[src/rtl/crp16_mem_loader.sv]
// UART (8N1) boot loader: receives a big-endian word count N then N big-endian words, writes them to 0..N-1.
// Latency: mem_wren asserts one cycle after the stop bit of each word's low byte is accepted.
// Backpressure: none; the serial line cannot be stalled, and writes complete long before the next byte ends.
//
// Ports:
//   clock, reset_n      system clock, asynchronous active-low reset
//   rx                  asynchronous UART line (idle high)
//   load_req            single-cycle request to start a new session (honoured only when done)
//   mem_address/_data   memory write port, mem_wren one-cycle strobe per word
//   cpu_hold            processor held in reset while high (everything except DONE)
//   load_done           session complete; frame_error: bad stop bit seen (sticky until reset)
//   words_left          words still expected in the current session
module crp16_mem_loader #(
    parameter int CLKS_PER_BIT = 434
) (
    input  logic        clock,
    input  logic        reset_n,
    input  logic        rx,
    input  logic        load_req,
    output logic [15:0] mem_address,
    output logic [15:0] mem_data,
    output logic        mem_wren,
    output logic        cpu_hold,
    output logic        load_done,
    output logic        frame_error,
    output logic [15:0] words_left
);

    localparam logic [15:0] BIT_LAST  = 16'(CLKS_PER_BIT - 1);
    localparam logic [15:0] HALF_LAST = 16'((CLKS_PER_BIT / 2) - 1);

    typedef enum logic [1:0] {RX_IDLE, RX_START, RX_DATA, RX_STOP} rx_state_t;
    typedef enum logic [2:0] {
        S_LEN_HI, S_LEN_LO, S_DATA_HI, S_DATA_LO, S_WRITE, S_DONE, S_ERROR
    } ses_state_t;

    // ---------------- synchronizer ----------------
    logic rx_meta_q, rx_sync_q, rx_prev_q;

    always_ff @(posedge clock or negedge reset_n) begin
        if (!reset_n) begin
            rx_meta_q <= 1'b1;
            rx_sync_q <= 1'b1;
            rx_prev_q <= 1'b1;
        end else begin
            rx_meta_q <= rx;
            rx_sync_q <= rx_meta_q;
            rx_prev_q <= rx_sync_q;
        end
    end

    // ---------------- receiver ----------------
    rx_state_t   rx_state_q, rx_state_d;
    logic [15:0] rx_cnt_q, rx_cnt_d;
    logic [2:0]  rx_bit_q, rx_bit_d;
    logic [7:0]  rx_shift_q, rx_shift_d;
    logic        byte_valid, byte_err;

    always_ff @(posedge clock or negedge reset_n) begin
        if (!reset_n) begin
            rx_state_q <= RX_IDLE;
            rx_cnt_q   <= 16'd0;
            rx_bit_q   <= 3'd0;
            rx_shift_q <= 8'd0;
        end else begin
            rx_state_q <= rx_state_d;
            rx_cnt_q   <= rx_cnt_d;
            rx_bit_q   <= rx_bit_d;
            rx_shift_q <= rx_shift_d;
        end
    end

    always_comb begin
        rx_state_d = rx_state_q;
        rx_cnt_d   = rx_cnt_q + 16'd1;
        rx_bit_d   = rx_bit_q;
        rx_shift_d = rx_shift_q;
        case (rx_state_q)
            RX_IDLE: begin
                rx_cnt_d = 16'd0;
                if (rx_prev_q && !rx_sync_q) rx_state_d = RX_START;
            end
            RX_START: begin
                // Re-check the line at mid start bit; a glitch has already returned high.
                if (rx_cnt_q == HALF_LAST) begin
                    rx_cnt_d   = 16'd0;
                    rx_bit_d   = 3'd0;
                    rx_state_d = rx_sync_q ? RX_IDLE : RX_DATA;
                end
            end
            RX_DATA: begin
                if (rx_cnt_q == BIT_LAST) begin
                    rx_cnt_d   = 16'd0;
                    rx_shift_d = {rx_sync_q, rx_shift_q[7:1]};  // LSB arrives first
                    rx_bit_d   = rx_bit_q + 3'd1;
                    if (rx_bit_q == 3'd7) rx_state_d = RX_STOP;
                end
            end
            RX_STOP: begin
                if (rx_cnt_q == BIT_LAST) begin
                    rx_cnt_d   = 16'd0;
                    rx_state_d = RX_IDLE;
                end
            end
            default: rx_state_d = RX_IDLE;
        endcase
    end

    always_comb begin
        byte_valid = (rx_state_q == RX_STOP) && (rx_cnt_q == BIT_LAST) && rx_sync_q;
        byte_err   = (rx_state_q == RX_STOP) && (rx_cnt_q == BIT_LAST) && !rx_sync_q;
    end

    // ---------------- session ----------------
    ses_state_t  ses_q, ses_d;
    logic [7:0]  hi_byte_q, hi_byte_d;
    logic [15:0] word_idx_q, word_idx_d;
    logic [15:0] words_left_q, words_left_d;
    logic [15:0] mem_address_q, mem_address_d;
    logic [15:0] mem_data_q, mem_data_d;

    always_ff @(posedge clock or negedge reset_n) begin
        if (!reset_n) begin
            ses_q         <= S_LEN_HI;
            hi_byte_q     <= 8'd0;
            word_idx_q    <= 16'd0;
            words_left_q  <= 16'd0;
            mem_address_q <= 16'd0;
            mem_data_q    <= 16'd0;
        end else begin
            ses_q         <= ses_d;
            hi_byte_q     <= hi_byte_d;
            word_idx_q    <= word_idx_d;
            words_left_q  <= words_left_d;
            mem_address_q <= mem_address_d;
            mem_data_q    <= mem_data_d;
        end
    end

    always_comb begin
        ses_d         = ses_q;
        hi_byte_d     = hi_byte_q;
        word_idx_d    = word_idx_q;
        words_left_d  = words_left_q;
        mem_address_d = mem_address_q;
        mem_data_d    = mem_data_q;
        if (byte_err && ses_q != S_DONE) begin
            ses_d = S_ERROR;
        end else begin
            case (ses_q)
                S_LEN_HI: if (byte_valid) begin
                    hi_byte_d = rx_shift_q;
                    ses_d     = S_LEN_LO;
                end
                S_LEN_LO: if (byte_valid) begin
                    words_left_d = {hi_byte_q, rx_shift_q};
                    ses_d = ({hi_byte_q, rx_shift_q} == 16'd0) ? S_DONE : S_DATA_HI;
                end
                S_DATA_HI: if (byte_valid) begin
                    hi_byte_d = rx_shift_q;
                    ses_d     = S_DATA_LO;
                end
                S_DATA_LO: if (byte_valid) begin
                    // Latch the write port on the way into WRITE so it holds afterwards.
                    mem_address_d = word_idx_q;
                    mem_data_d    = {hi_byte_q, rx_shift_q};
                    ses_d         = S_WRITE;
                end
                S_WRITE: begin
                    word_idx_d   = word_idx_q + 16'd1;   // wraps freely
                    words_left_d = words_left_q - 16'd1;
                    ses_d = (words_left_q == 16'd1) ? S_DONE : S_DATA_HI;
                end
                S_DONE: if (load_req) begin
                    word_idx_d   = 16'd0;
                    words_left_d = 16'd0;
                    ses_d        = S_LEN_HI;
                end
                S_ERROR: ses_d = S_ERROR;
                default: ses_d = S_ERROR;
            endcase
        end
    end

    always_comb begin
        mem_wren    = (ses_q == S_WRITE);
        cpu_hold    = (ses_q != S_DONE);
        load_done   = (ses_q == S_DONE);
        frame_error = (ses_q == S_ERROR);
    end

    assign mem_address = mem_address_q;
    assign mem_data    = mem_data_q;
    assign words_left  = words_left_q;

endmodule

[config.mk]
export PLATFORM = sky130hd
export DESIGN_NAME = crp16_mem_loader
export DESIGN_NICKNAME = d
export VERILOG_FILES = /design/src/rtl/crp16_mem_loader.sv
export SDC_FILE = /design/constraint.sdc
export NUM_CORES = 1
export LEC_CHECK = 0
export ABC_CLOCK_PERIOD_IN_PS = 1750
export CORE_MARGIN = 5
export CORE_UTILIZATION = 50
export CTS_BUF_LIST = sky130_fd_sc_hd__clkbuf_2
export DETAILED_ROUTE_END_ITERATION = 16
export GPL_ROUTABILITY_DRIVEN = 0
export PLACE_DENSITY = 0.82
export SETUP_SLACK_MARGIN = 0.4
export SYNTH_ARGS = -nofsm -noshare
export SYNTH_HDL_FRONTEND = slang
export SYNTH_SLANG_ARGS = --single-unit
[constraint.sdc]
create_clock -name clock -period 1.75 [get_ports clock]
set_input_delay 0.175 -clock clock [delete_from_list [all_inputs] [get_ports clock]]
set_output_delay 0.175 -clock clock [all_outputs]
set_load 0.02 [all_outputs]
# --- Word-level counts from Yosys, hierarchy flattened ---
# Index checks and enable logic that the tools add are counted.
op_classes:
  n_div: 0
  mul: 0
  n_shift: 0
  addsub: 4
  n_eq_ne: 26
  bitwise: 1
  reduce_logical: 22
  magnitude_cmp: 0
  mux: 26
op_table:
  columns: ["cell", "n"]
  rows:
  - ["$pmux W16 S3", 2]
  - ["$mux W16", 4]
  - ["$add A16 B1 Y16 const B", 2]
  - ["$pmux W16 S2", 1]
  - ["$mux W3", 10]
  - ["$pmux W3 S6", 1]
  - ["$eq A16 B1 Y1 const B", 1]
  - ["$eq A16 B8 Y1 const B", 1]
  - ["$eq A16 B9 Y1 const B", 1]
  - ["$logic_not A16 Y1", 1]
  - ["$sub A16 B1 Y16 const B", 1]
  - ["$ne A3 B3 Y1 const B", 5]
  - ["$ne A2 B2 Y1 const B", 7]
  - ["$eq A3 B3 Y1 const B", 4]
  - ["$mux W2", 6]
  - ["$reduce_and A3 Y1", 4]
  - ["$reduce_and A5 Y1", 2]
  - ["$pmux W2 S4", 1]
  - ["$eq A3 B2 Y1 const B", 2]
  - ["$pmux W3 S2", 1]
  - ["$logic_and A1 B1 Y1", 5]
  - ["$eq A2 B2 Y1 const B", 2]
  - ["$reduce_and A4 Y1", 1]
  - ["$reduce_bool A2 Y1", 2]
  - ["11 further kinds", 12]
word_totals:
  out_inout_bits: 52
  latch_bits: 0
  register_bits: 107
  memories: 0
  elab_cells: 92
  mem_bits_ro: 0
  mem_bits_rw: 0

# --- Logic depth before layout (Yosys ltp) ---
# Gate-level depths: netlist of the first run.
logic_depth:
  ltp_word: 6
  ltp_mapped: 8
  ltp_nobuf: 7

# --- Least setup slack after synthesis of the first run ---
# Ideal clock, no wire load.
synth_path:
  kind: "register -> register"
  startpoint: "register words_left_q[0], in the netlist words_left[0]"
  endpoint: "register words_left_q[12], in the netlist words_left[12]"
  setup_time_ps: 126
  setup_slack_ps: -266
  synth_period_minus_slack_ps: 2016
  t_arrival_ps: 1890
  path_stages_with_launch: 8
  path_cell_list: "dfrtp_1 > inv_1 > ha_1 > nor4b_1 > nand4b_1 > nand2_1 > o211ai_1 > a221o_1"
synth_between:
  elab_chain_cells: 2
synth_lines:
  columns: ["item", "line", "source"]
  rows:
  - ["from (decl)", "118", "logic [15:0] words_left_q, words_left_d;"]
  - ["from (signal assigned)", "134", "words_left_q <= words_left_d;"]
  - ["$sub A16 B1 Y16", "171", "words_left_d = words_left_q - 16'd1;"]
  - ["$pmux W16 S3", "150", "case (ses_q)"]
# No other way between the ends.
# A chain may end at the register's enable or synchronous reset.

# --- Worst setup path after layout of the first run ---
layout_path:
  startpoint: "register words_left_q[5], in the netlist words_left[5]"
  endpoint: "register words_left_q[13], in the netlist words_left[13]"
# Same word-level chain as after synthesis.

==> out/metrics.csv, run 1 <==
metric;value;unit
Synth Instances;506;
Final setup viols;109;
Layout Utilization;79.9;%
Logic pwr share;21.3;%
minimum clock period;2.25;ns
Die Area;13500;µm²
largest net degree at the start of global routing;28;
Clk Latency, worst-skew pair;0.71;ns
# nets final;756;
P&R area growth vs syn;55.6;%
overall via count from detail_route;5837;
Fin Setup TNS;-29.82;ns
crit path max fanout;6;
synth unique cells;67;
area share of the largest cell type after synthesis;46.3;%
Post-DRT Antenna Nets;0;
max-slew violations;0;
worst slew pin tran;0.940;ns
reg2reg setup slack;-0.50;ns
Max Buffers Root-to-Sink;2;
Final Instance Area;8740;µm²
Peak VDD IR;0.486;mV
CP arrival;2.81;ns
wire per inst;25.1;µm
Flop pwr share;53.9;%
Final WS setup;-0.498;ns
Area contributors post-synth;dfrtp_1 46%, mux2_4 8.0%, mux2_2 4.0%;
sw frac;30.6;%
RSZ-0062 raised after global routing;true;
status;finished with violations;
NetSw;0.00149;W
clk root buf;clkbuf_2;
failing checks;negative setup slack;
area of the multi-input gates;3340;µm²
r2r endpoint;words_left[13]$_DFFE_PN0P_;
FMAX;445;MHz
EDFF count, synth;0;
Synth area leader;dfrtp_1;
core area;10900;µm²
commonest non-fill, non-tap cell in the layout;buf_4;
fin cells;889;
power share of the clock group;24.8;%
drt drc;0;
antenna violations before repair;0;
Max-Slew Margin vs Limit;37.3;%
Overall Global Routing Usage;29.6;%
pwr dens;557;nW/µm²
Post-synth ARST share;100;%
clock slew at reported path FFs;0.34;ns
sequential-to-total area share from yosys stat;47.7;%
FP Rows;38;
Startpoint Class;flop;
Via density;6.57;
grt total ovfl;0;
PortBufs;55;
Detailed Routing Iterations Pass 1;6;
H-tree depth;3;
Synth Register Bits;107;
DP Area;7360;µm²
Synth Flop Type;dfrtp_1;
vias in the first global route;5867;
Total Wirelength;22300;µm
CTS buffer count;9;
Die Wd;116;µm
DPL Wire Length;11000;µm
CP Capture Type;flop;
clk_skew;0.0625;ns
WP data required;2.31;ns
register area;2690;µm²
leak pwr;4.13;nW
global-route wire length before repair;30800;µm
# placed instances;790;
WS Path Type;reg -> reg;
R2R depth;6;
layout filler cell count;558;
Max Cap Violations;0;
syn_nets;518;
Synth Cell Area;5620;µm²
CTS tree;done;
Synth warnings;0;
commonest non-fill, non-tap cells in the layout;144 x buf_4, 98 x dfrtp_1, 86 x buf_6;
Sink Count;107;
die height;116;µm
Hold Fails Final Rpt;0;
layout cells sized above 1;54.9;%
n_diodes;0;
Post-Syn Area per Cell;11.1;µm²
Ports;56;
Worst R2R Start;words_left[5]$_DFFE_PN0P_;
cell-internal power;0.00338;W
Iteration-0 DRC Markers;700;
Min-Delay Path Class;in -> async;
Starting Density;51.4;%
fin crit share;128;%
-- per-layer routing --
layer	GRT usage, %	vias to the layer above	part of all wire (%)
met4	14.2	0	7.2
met2	48.8	478	48
met3	8.93	167	9.9
li1	-	2371	-
met5	0	-	0
met1	35.4	2821	35
-- logic make-up (layout without fill, tap and decap cells) --
kind of cell             count (synthesis)  in the layout  synth area share (%)
XOR/XNOR                                19             19                  2.96
buffers and inverters                   38            280                  3.27
adder cells (fa/ha/maj)                  8              8                  1.78
flip-flops                             107            107                  47.7
AO/OA/AOI/OAI                          100            101                  13.1
multiplexers                            57             57                  13.3
AND/OR/NAND/NOR                        177            177                  17.9
-- cell usage after synthesis, types with 13 or more instances --
cell     instances
nor2_1          42
nor4_1          15
nor3_1          17
nand2_1         29
xor2_1          16
mux2_4          30
inv_1           13
dfrtp_1        104
mux2_2          20
a21oi_1         15
-- through the flow --
step           power (W)  hold slack (ns)  setup WS [ns]
2_1_floorplan    0.00295           -0.121         -0.132
3_3_place_gp     0.00328            0.185         -0.275
3_5_place_dp     0.00332            0.186         -0.427
4_1_cts          0.00467           0.0152         -0.287
5_1_grt          0.00504           0.0239         -0.545
6_report         0.00487           0.0223         -0.498
-- worst max-delay path, stage by stage (launching register included) --
cell and delay (ns):
dfrtp_2 0.51, buf_4 0.17, nor3_1 0.39, nand2_1 0.29, o31ai_1 0.42, o211ai_1 0.16
o2bb2ai_1 0.16
-- worst max path at each step --
stage / from / to / slack (ns)
after floorplan: words_left[14]$_DFFE_PN0P_ / ses_q[1]$_DFFE_PN0P_ / -0.13
after global placement: rx_cnt_q[11]$_DFF_PN0_ / words_left[1]$_DFFE_PN0P_ / -0.28
after detailed placement: rx_cnt_q[11]$_DFF_PN0_ / words_left[10]$_DFFE_PN0P_ / -0.43
after CTS: rx_cnt_q[13]$_DFF_PN0_ / word_idx_q[10]$_DFFE_PN0P_ / -0.29
after global routing: words_left[1]$_DFFE_PN0P_ / words_left[13]$_DFFE_PN0P_ / -0.54
final: words_left[5]$_DFFE_PN0P_ / words_left[13]$_DFFE_PN0P_ / -0.50
-- power groups by stage --
stage | sequential [W] | clock, W | combinational (W)
floorplan | 0.00268 | 0 | 0.000272
global placement | 0.00264 | 0 | 0.000638
detailed placement | 0.00264 | 0 | 0.000677
CTS | 0.00261 | 0.00119 | 0.000868
global route | 0.00263 | 0.00131 | 0.00110
finish | 0.00263 | 0.00121 | 0.00104
-- area by class of cell --
type                    count  share of cell area, %
clock buffers              10                  0.572
clock inverters             6                  0.759
inverters                  14                  0.644
multi-input cells         362                   38.2
flip-flops and latches    107                   30.8
well taps                 140                   2.00
repair buffers            250                   27.1
-- state kept, by name, summed over array words and instances (netlist names), named ones only --
register / cells
mem_address: 16
mem_data: 16
rx_cnt_q: 16
word_idx_q: 16
words_left: 16
hi_byte_q: 8
rx_shift_q: 8
rx_bit_q: 3
ses_q: 3
rx_meta_q: 1
rx_prev_q: 1
rx_state_q: 1
rx_sync_q: 1
-- timing repair --
item	4_1_cts	5_1_grt
pin swaps	33	30
cloned	2	1
hold endpoints to repair	105	0
setup buffers	54	21
hold buffers	5	0
resized for setup	391	39
setup endpoints to repair	156	175
Note: power is estimated with default switching activity, not from simulation.
==> run 2, diff against run 1 <==
CORE_ASPECT_RATIO = 1.5   (was unset)
==> out/metrics.csv, run 2 (synthesis gave the netlist of run 1 again) <==
metric;value;unit;change
max-slew violations;0;;unchanged
drt drc;0;;unchanged
commonest non-fill, non-tap cells in the layout;140 x buf_4, 97 x dfrtp_1, 85 x buf_6;;
Critical path buffers and inverters;2;;+1
vias in the first global route;5820;;-0.80%
GRT met3 Usage;6.64;%;-2.3 points
CP Capture Type;flop;;
pwr dens;556;nW/µm²;-0.24%
CP peak stage delay;0.54;ns;+0.03 ns
Slowest-stage cell, CP;dfrtp_1;;
clk_skew;0.0444;ns;-0.0180 ns
RSZ-0062 raised after global routing;true;;
Via density;6.67;;+1.6%
Worst R2R Start;rx_cnt_q[10]$_DFF_PN0_;;
Overall Global Routing Usage;29.6;%;about the same
leak pwr;4.08;nW;-1.2%
grt total ovfl;0;;unchanged
clock slew at reported path FFs;0.32;ns;-0.02 ns
Startpoint Class;flop;;
# nets final;745;;-1.5%
layout cells sized above 1;55.3;%;+0.41 points
wire per inst;26.5;µm;+5.5%
FP Rows;47;;+24%
Post-DRT Antenna Nets;0;;unchanged
Die Wd;96.5;µm;-17%
Detailed Routing Iterations Pass 1;7;;+1
P&R area growth vs syn;54.9;%;
r2r endpoint;words_left[6]$_DFFE_PN0P_;;
Min-Delay Path Class;in -> async;;
die height;140;µm;+21%
fin crit share;131;%;+2.2 points
core area;11100;µm²;+1.1%
FMAX;437;MHz;-1.7%
met2 Resource Use GR;50.4;%;+1.7 points
layout filler cell count;546;;-2.2%
overall via count from detail_route;5911;;+1.3%
# placed instances;798;;+1.0%
global-route wire length before repair;30800;µm;-0.11%
crit path max fanout;6;;unchanged
Final setup viols;108;;-0.92%
Critical Path Stages;7;;+1
Iteration-0 DRC Markers;859;;+23%
Die Area;13500;µm²;+0.33%
Worst path top cell family by delay;compound AO/OA/AOI/OAI gates;;
Peak VDD IR;0.388;mV;-20%
Fin Hold WS;0.00126;ns;-0.0210 ns
Starting Density;50.8;%;-0.56 points
DP Area;7380;µm²;+0.22%
reg2reg setup slack;-0.54;ns;-0.04 ns
fin cells;886;;-0.34%
CP arrival;2.86;ns;+0.05 ns
CTS buffer count;9;;unchanged
Total Wirelength;23500;µm;+5.2%
grt met1 use;32.8;%;-2.6 points
minimum clock period;2.29;ns;+0.0381 ns
WP data required;2.32;ns;about the same
clk root buf;clkbuf_2;;
crit-path cells;nor4_4 -> buf_4 -> nand4_1 -> o21ai_4 -> buf_12 -> o221ai_2 -> a221o_1;;
H-tree depth;3;;unchanged
Final WS setup;-0.536;ns;-0.0381 ns
Clk Latency, worst-skew pair;0.66;ns;-0.05 ns
busiest grt layer;met2;;
Max Cap Violations;0;;unchanged
DPL Wire Length;11300;µm;+3.1%
antenna violations before repair;1;;+1
status;finished with violations;;
Final Instance Area;8700;µm²;-0.46%
PortBufs;55;;unchanged
WS Path Type;reg -> reg;;
commonest non-fill, non-tap cell in the layout;buf_4;;
Max Buffers Root-to-Sink;2;;unchanged
Sink Count;107;;unchanged
Hold Fails Final Rpt;0;;unchanged
Max-Slew Margin vs Limit;26.7;%;-11 points
CTS tree;done;;
largest net degree at the start of global routing;72;;+160%
pre-CTS setup slack;-0.321;ns;+0.106 ns
Ports;56;;unchanged
R2R depth;7;;+1
failing checks;negative setup slack;;
worst slew pin tran;1.09;ns;+0.147 ns
-- run 2: changes by cell type in the layout (fill, tap and decap cells not counted), moves of 3 or more --
cell | previous run | this run
o31ai_1 | 7 | 4
buf_4 | 144 | 140
o221ai_2 | 5 | 1
buf_8 | 4 | 1
nor2_1 | 25 | 37
nor2_2 | 6 | 2
nor2_4 | 12 | 4
o221ai_1 | 0 | 4
-- run 2: repair_timing --
item,in CTS,in global routing
pin swaps,37,33
buffers inserted,47,19
endpoints found under the hold margin,108,0
endpoints found under the setup margin,156,156
hold buffers,2,0
cloned,1,2
resized for setup,371,52
-- run 2: stage by stage --
| step | util [%] | setup TNS, ns | power (W) |
|---|---|---|---|
| after global routing | 78.7 | -42.71 | 0.00502 |
| after CTS | 74.8 | -13.47 | 0.00469 |
| after floorplan | - | -5.63 | 0.00295 |
| final | 78.7 | -38.16 | 0.00484 |
| after global placement | 66.8 | -11.04 | 0.00329 |
| after detailed placement | 66.8 | -14.94 | 0.00332 |
-- run 2: worst max path at each step --
stage,from,to
floorplan,words_left[14]$_DFFE_PN0P_,ses_q[1]$_DFFE_PN0P_
global placement,rx_cnt_q[1]$_DFF_PN0_,words_left[0]$_DFFE_PN0P_
detailed placement,rx_cnt_q[1]$_DFF_PN0_,words_left[1]$_DFFE_PN0P_
CTS,rx_cnt_q[2]$_DFF_PN0_,words_left[6]$_DFFE_PN0P_
global route,ses_q[0]$_DFFE_PN0P_,word_idx_q[2]$_DFFE_PN0P_
finish,rx_cnt_q[10]$_DFF_PN0_,words_left[6]$_DFFE_PN0P_
-- run 2: area by class of cell --
cell class | count | area [µm²] | area share (%)
Sequential cell | 107 | 2690 | 30.9
Tap cell | 147 | 184 | 2.11
Antenna cell | 1 | 2.50 | 0.0288
Timing Repair Buffer | 240 | 2270 | 26.1
Inverter | 14 | 56.3 | 0.647
Clock buffer | 9 | 45.0 | 0.518
Multi-Input combinational cell | 361 | 3360 | 38.7
Clock inverter | 7 | 91.3 | 1.05
-- run 2: power breakdown --
part	switching [W]	total, W	internal (W)	leakage [nW]
clock	0.000957	0.00133	0.000376	0.0835
sequential	0.0000688	0.00263	0.00256	1.44
combinational	0.000460	0.000880	0.000421	2.55
total	0.00149	0.00484	0.00335	4.08
-- run 2: worst register-to-register path, stage by stage (launching register included) --
cell,delay (ns)
dfrtp_1,0.54
nor4_4,0.40
buf_4,0.19
nand4_1,0.19
o21ai_4,0.27
buf_12,0.17
o221ai_2,0.12
a221o_1,0.33
-- run 2: per-layer routing --
layer	vias up	routed length [µm]
li1	2345	-
met1	2842	7610
met2	507	11300
met3	217	2240
met4	0	2310
met5	-	0
